<file path="config.mk">
export PLATFORM = sky130hd
export DESIGN_NAME = instr_fetch
export DESIGN_NICKNAME = d
export VERILOG_FILES = /design/src/rtl/instr_fetch.sv
export SDC_FILE = /design/constraint.sdc
export NUM_CORES = 1
export LEC_CHECK = 0
export CORE_AREA = 3 3 108 110
export DETAILED_ROUTE_END_ITERATION = 10
export DIE_AREA = 0 0 111 113
export PLACE_DENSITY = 0.8
export SYNTH_ARGS = -nofsm -noshare
export SYNTH_HDL_FRONTEND = slang
export SYNTH_SLANG_ARGS = --single-unit
</file>
<file path="constraint.sdc">
create_clock -name clk -period 2.4 [get_ports clk]
set_input_delay 0.36 -clock clk [delete_from_list [all_inputs] [get_ports clk]]
set_output_delay 0.36 -clock clk [all_outputs]
set_load 0.02 [all_outputs]
</file>
<file path="src/rtl/instr_fetch.sv">
// Single-outstanding instruction fetch unit: requests the word at pc, buffers the
// response for decode, and follows execute redirects. A misaligned redirect locks it in FAULT.
module instr_fetch #(
   parameter logic [31:0] RESET_PC = 32'h0000_0000
) (
   input  logic        clk,
   input  logic        rst_n,
   // Handshakes: a transfer happens on a rising edge where valid and ready are both 1;
   // valid, once raised, stays up with stable payload until that edge (redirects excepted).
   output logic        imem_req_valid,
   input  logic        imem_req_ready,
   output logic [31:0] imem_addr,
   input  logic        imem_rsp_valid,
   input  logic [31:0] imem_rsp_data,
   output logic        instr_valid,
   input  logic        instr_ready,
   output logic [31:0] instr,
   output logic [31:0] instr_pc,
   input  logic        redirect_valid,
   input  logic [31:0] redirect_pc,
   output logic        fault,
   output logic [1:0]  dbg_state_o
);

   typedef enum logic [1:0] {
      S_REQ   = 2'd0,
      S_WAIT  = 2'd1,
      S_HOLD  = 2'd2,
      S_FAULT = 2'd3
   } state_t;

   state_t      state_q;
   logic [31:0] pc_q;
   logic [31:0] instr_q;
   logic [31:0] instr_pc_q;
   logic        discard_q;
   logic        req_valid_q;
   logic        instr_valid_q;
   logic        fault_q;

   logic        redir_ok;
   logic        redir_bad;
   logic [31:0] pc_inc_d;

   assign redir_ok  = redirect_valid && (redirect_pc[1:0] == 2'b00);
   assign redir_bad = redirect_valid && (redirect_pc[1:0] != 2'b00);
   assign pc_inc_d  = pc_q + 32'd4;

   always_ff @(posedge clk or negedge rst_n) begin
      if (!rst_n) begin
         state_q       <= S_REQ;
         pc_q          <= RESET_PC;
         instr_q       <= '0;
         instr_pc_q    <= '0;
         discard_q     <= 1'b0;
         req_valid_q   <= 1'b1;
         instr_valid_q <= 1'b0;
         fault_q       <= 1'b0;
      end else if (state_q != S_FAULT && redir_bad) begin
         // pc is left untouched so the faulting context stays visible on imem_addr
         state_q       <= S_FAULT;
         req_valid_q   <= 1'b0;
         instr_valid_q <= 1'b0;
         fault_q       <= 1'b1;
      end else begin
         unique case (state_q)
            S_REQ: begin
               if (redir_ok) pc_q <= redirect_pc;
               if (imem_req_ready) begin
                  // the old address was accepted, so its data must be thrown away
                  discard_q   <= redir_ok;
                  state_q     <= S_WAIT;
                  req_valid_q <= 1'b0;
               end
            end
            S_WAIT: begin
               if (imem_rsp_valid) begin
                  if (discard_q || redir_ok) begin
                     if (redir_ok) pc_q <= redirect_pc;
                     discard_q   <= 1'b0;
                     state_q     <= S_REQ;
                     req_valid_q <= 1'b1;
                  end else begin
                     instr_q       <= imem_rsp_data;
                     instr_pc_q    <= pc_q;
                     state_q       <= S_HOLD;
                     instr_valid_q <= 1'b1;
                  end
               end else if (redir_ok) begin
                  pc_q      <= redirect_pc;
                  discard_q <= 1'b1;
               end
            end
            S_HOLD: begin
               if (redir_ok || instr_ready) begin
                  pc_q          <= redir_ok ? redirect_pc : pc_inc_d;
                  state_q       <= S_REQ;
                  req_valid_q   <= 1'b1;
                  instr_valid_q <= 1'b0;
               end
            end
            S_FAULT: begin
            end
         endcase
      end
   end

   assign imem_req_valid = req_valid_q;
   assign imem_addr      = pc_q;
   assign instr_valid    = instr_valid_q;
   assign instr          = instr_q;
   assign instr_pc       = instr_pc_q;
   assign fault          = fault_q;
   assign dbg_state_o    = state_q;

   a_req_held : assert property (@(posedge clk) disable iff (!rst_n)
      imem_req_valid && !imem_req_ready && !redirect_valid |=> imem_req_valid && $stable(imem_addr));

   a_valid_in_hold : assert property (@(posedge clk) disable iff (!rst_n)
      instr_valid |-> state_q == S_HOLD);

endmodule
</file>
==> summary.md <==
| Metric | Value |
|---|---|
| Mux share of post-synthesis cell area | `0.161` |
| Root buffer cell | `clkbuf_8` |
| Setup Fix Bufs, Post-CTS | `0` |
| # IOs | `between 150 and 200` |
| Drt first pass iters | `4` |
| DRC Markers | `0` |
| Layout Utilization | `0.656` |
| Die W | `111 microns` |
| Largest area contributor in the netlist | `dfrtp_1` |
| Core Rows | `38` |
| Vias per cell | `roughly 5.5` |
| Synth area leaders | `dfrtp_1 51%, mux2_2 8.5%, mux2_4 6.1%` |
| Hold_buf cts | `0` |
| Setup TNS | `0 ps` |
| PwrDens | `~1400 mW/mm^2` |
| RSZ-0062 raised after global routing | `false` |
| Post-synthesis sequential area ratio | `0.518` |
| Slew Limit Fails | `0` |
| Core Footprint | `between 0.01 and 0.015 sq mm` |
| Fillers | `between 800 and 900` |
| Tmin final | `~2100 ps` |
| Synth Warn # | `0` |
| CP Class | `reg -> reg` |
| Data arrival, critical path | `roughly 2400 ps` |
| Number of routed nets with antenna violations | `0` |
| Status | `finished clean` |
| Worst Tran Pin Value | `roughly 710 ps` |
| Layout cells sized above 1 | `0.173` |
| Final setup fails | `0` |
| Synth-to-Final Area Change | `43.7%` |
| Final Routed Wirelength | `~13000 microns` |
| First-pass GRT wire length | `21700 microns` |
| Multi-input logic area | `between 0.002 and 0.0025 sq mm` |
| H-tree depth | `3` |
| IO Port Bufs | `170` |
| Critical Path Source Type | `flop` |
| Lkg Pwr | `between 0.002 and 0.003 uW` |
| Tcrit/Tclk final | `0.880` |
| Nets | `a little under 700` |
| Number of enable flip-flop cells after synthesis | `0` |
| Die Span Y | `between 100 and 150 microns` |
| ANT cells | `0` |
| Fmax achieved | `about 470 MHz` |
| Worst Path Max Fanout | `8` |
| Compound-Gate Fraction of Synth Area | `0.133` |
| Distinct cells, synth | `54` |
| Placer congestion estimate | `~0.83` |
| Worst IR Drop VDD | `between 0.0006 and 0.0007 V` |
| Asr flop ratio synth | `1.00` |
| Skew final | `between 10 and 15 ps` |
| Drt wl/cell | `between 15 and 20 microns` |
| Largest net degree at the start of global routing | `55` |
| HPWL Detailed | `about 9700 microns` |
| Hold crit path type | `in -> async` |
| Clock Path Buffers | `2` |
| Adder-Cell Fraction of Synth Area | `0.0152` |
| Synth Area per Inst | `~11 sq um` |
| Most frequently used cell type in the post-synthesis netlist | `dfrtp_1` |
| CTS tree | `built` |
| Vias in the first global route | `~4.2k` |
| Top-area cell type share of the netlist area | `0.513` |
| Total GRT Usage | `0.212` |
| Simple-gate portion of the synthesized area | `0.139` |
| Syn_nets | `~500` |
| Max_cap viols | `0` |
| Num Clock Sinks | `102` |
| Top_reg_cell synth | `dfrtp_1` |
| Register area | `0.00255 sq mm` |
| Via count | `between 4k and 5k` |
| Post-synth top cells | `101 x dfrtp_1, 39 x a21oi_1, 37 x mux2_2, 32 x nand2_1, 27 x nor2_1` |
| Mapped Area | `0.00493 sq mm` |
| Cts bufs inserted | `9` |
| Hold WS | `27.4 ps` |
| WP data required | `around 2700 ps` |
| Worst setup EP type | `flop` |
| First-iteration detailed-routing DRC count | `~240` |
| Final Hold Violating Endpoints | `0` |
| Slew HR | `0.525` |
| Initial antenna violation count | `0` |
| Global route total overflow | `0` |
| Post_cts resized | `0` |
| Post-synthesis xor/xnor area fraction | `0` |
| Seq cells post-synth | `between 100 and 150` |
| Die area | `around 0.013 sq mm` |
| Largest family of logic cells by synthesized area | `multiplexers` |
| Starting Density | `0.457` |
| Cell count after synthesis | `approximately 430` |
| Clk slew on worst S/H paths | `roughly 100 ps` |
| Later-pin clock latency in the skew report | `380 ps` |
-- routing by layer --
layer	vias to the layer above	global-route usage	share of wire
li1	1940	-	-
met1	2007	0.272	0.42
met2	151	0.351	0.49
met3	17	0.0572	0.075
met4	0	0.0673	0.014
met5	-	0	0
-- placed cells by master (no fill, tap or decap), types with 4 or more instances in the layout --
| master | netlist | final |
|---|---|---|
| nand2b_1 | 4 | 4 |
| o22ai_1 | 11 | 11 |
| mux2_2 | 37 | 37 |
| nand2_1 | 32 | 32 |
| nand3_1 | 15 | 15 |
| buf_12 | 0 | 6 |
| and2_1 | 4 | 4 |
| o21ai_0 | 16 | 16 |
| buf_4 | 4 | 12 |
| inv_1 | 8 | 8 |
| nand4_1 | 6 | 6 |
| mux2_1 | 4 | 4 |
| a2bb2oi_1 | 7 | 7 |
| clkbuf_8 | 0 | 9 |
| mux2_4 | 20 | 20 |
| and3_1 | 7 | 7 |
| nor4_1 | 5 | 5 |
| a31oi_1 | 4 | 4 |
| ha_1 | 6 | 6 |
| clkdlybuf4s50_1 | 0 | 169 |
| dfrtp_1 | 101 | 101 |
| clkinv_2 | 0 | 4 |
| nor2_1 | 27 | 26 |
| a21oi_1 | 39 | 39 |
| nor3_1 | 6 | 6 |
-- critical path, cell delays in order, from the launching register on --
cell and delay [ps]:
dfrtp_1 500, ha_1 280, nand3_2 160, nor4_4 530
nand3_1 240, o22ai_1 200, a21oi_1 90
-- final cells by class --
| cell class | count | share of cell area |
|---|---|---|
| tap | 140 | 0.0247 |
| sequential | 102 | 0.361 |
| multi-input combinational | 299 | 0.315 |
| clock buffer | 9 | 0.0175 |
| clock inverter | 7 | 0.00919 |
| inverter | 8 | 0.00424 |
| timing repair buffer | 187 | 0.269 |
-- state kept, by name (all words and copies together) (netlist names) --
signal	count
imem_addr	32
instr	32
instr_pc	32
dbg_state_o	2
discard_q	1
fault	1
imem_req_valid	1
instr_valid	1
-- worst paths after layout --
kind | startpoint | end | slack (ps) | cells past startpoint
setup / recovery | imem_addr[2] | imem_addr[28] | 290 | 6
hold / removal | rst_n | imem_addr[29] | 30 | 1
setup reg to reg | imem_addr[2] | imem_addr[28] | 290 | 6
hold reg to reg | fault | fault | 500 | 1
max in group asynchronous | rst_n | instr_pc[3] | 1690 | 2
min in group clk | fault | fault | 500 | 1
-- cells by family after synthesis --
logic type / Yosys count
mux: 64
simple gates: 125
compound gates: 104
fa+ha+maj: 6
buf+inv: 31
flops: 102
-- metrics by stage --
step                setup WS [ps]  cells  cell area, sq um  power, uW
global route                  119    752              7080      10200
finish                        289    752              7080       9590
detailed placement            192    736              6890       8550
floorplan                     376    432              4930       6110
CTS                           328    752              7080       9660
global placement              245    736              6890       8380
-- power by group --
group	switching, uW	internal (uW)
clock	599	475
sequential	769	2540
combinational	2530	2680
total	3900	5690
(Power assumes the default switching activity.)
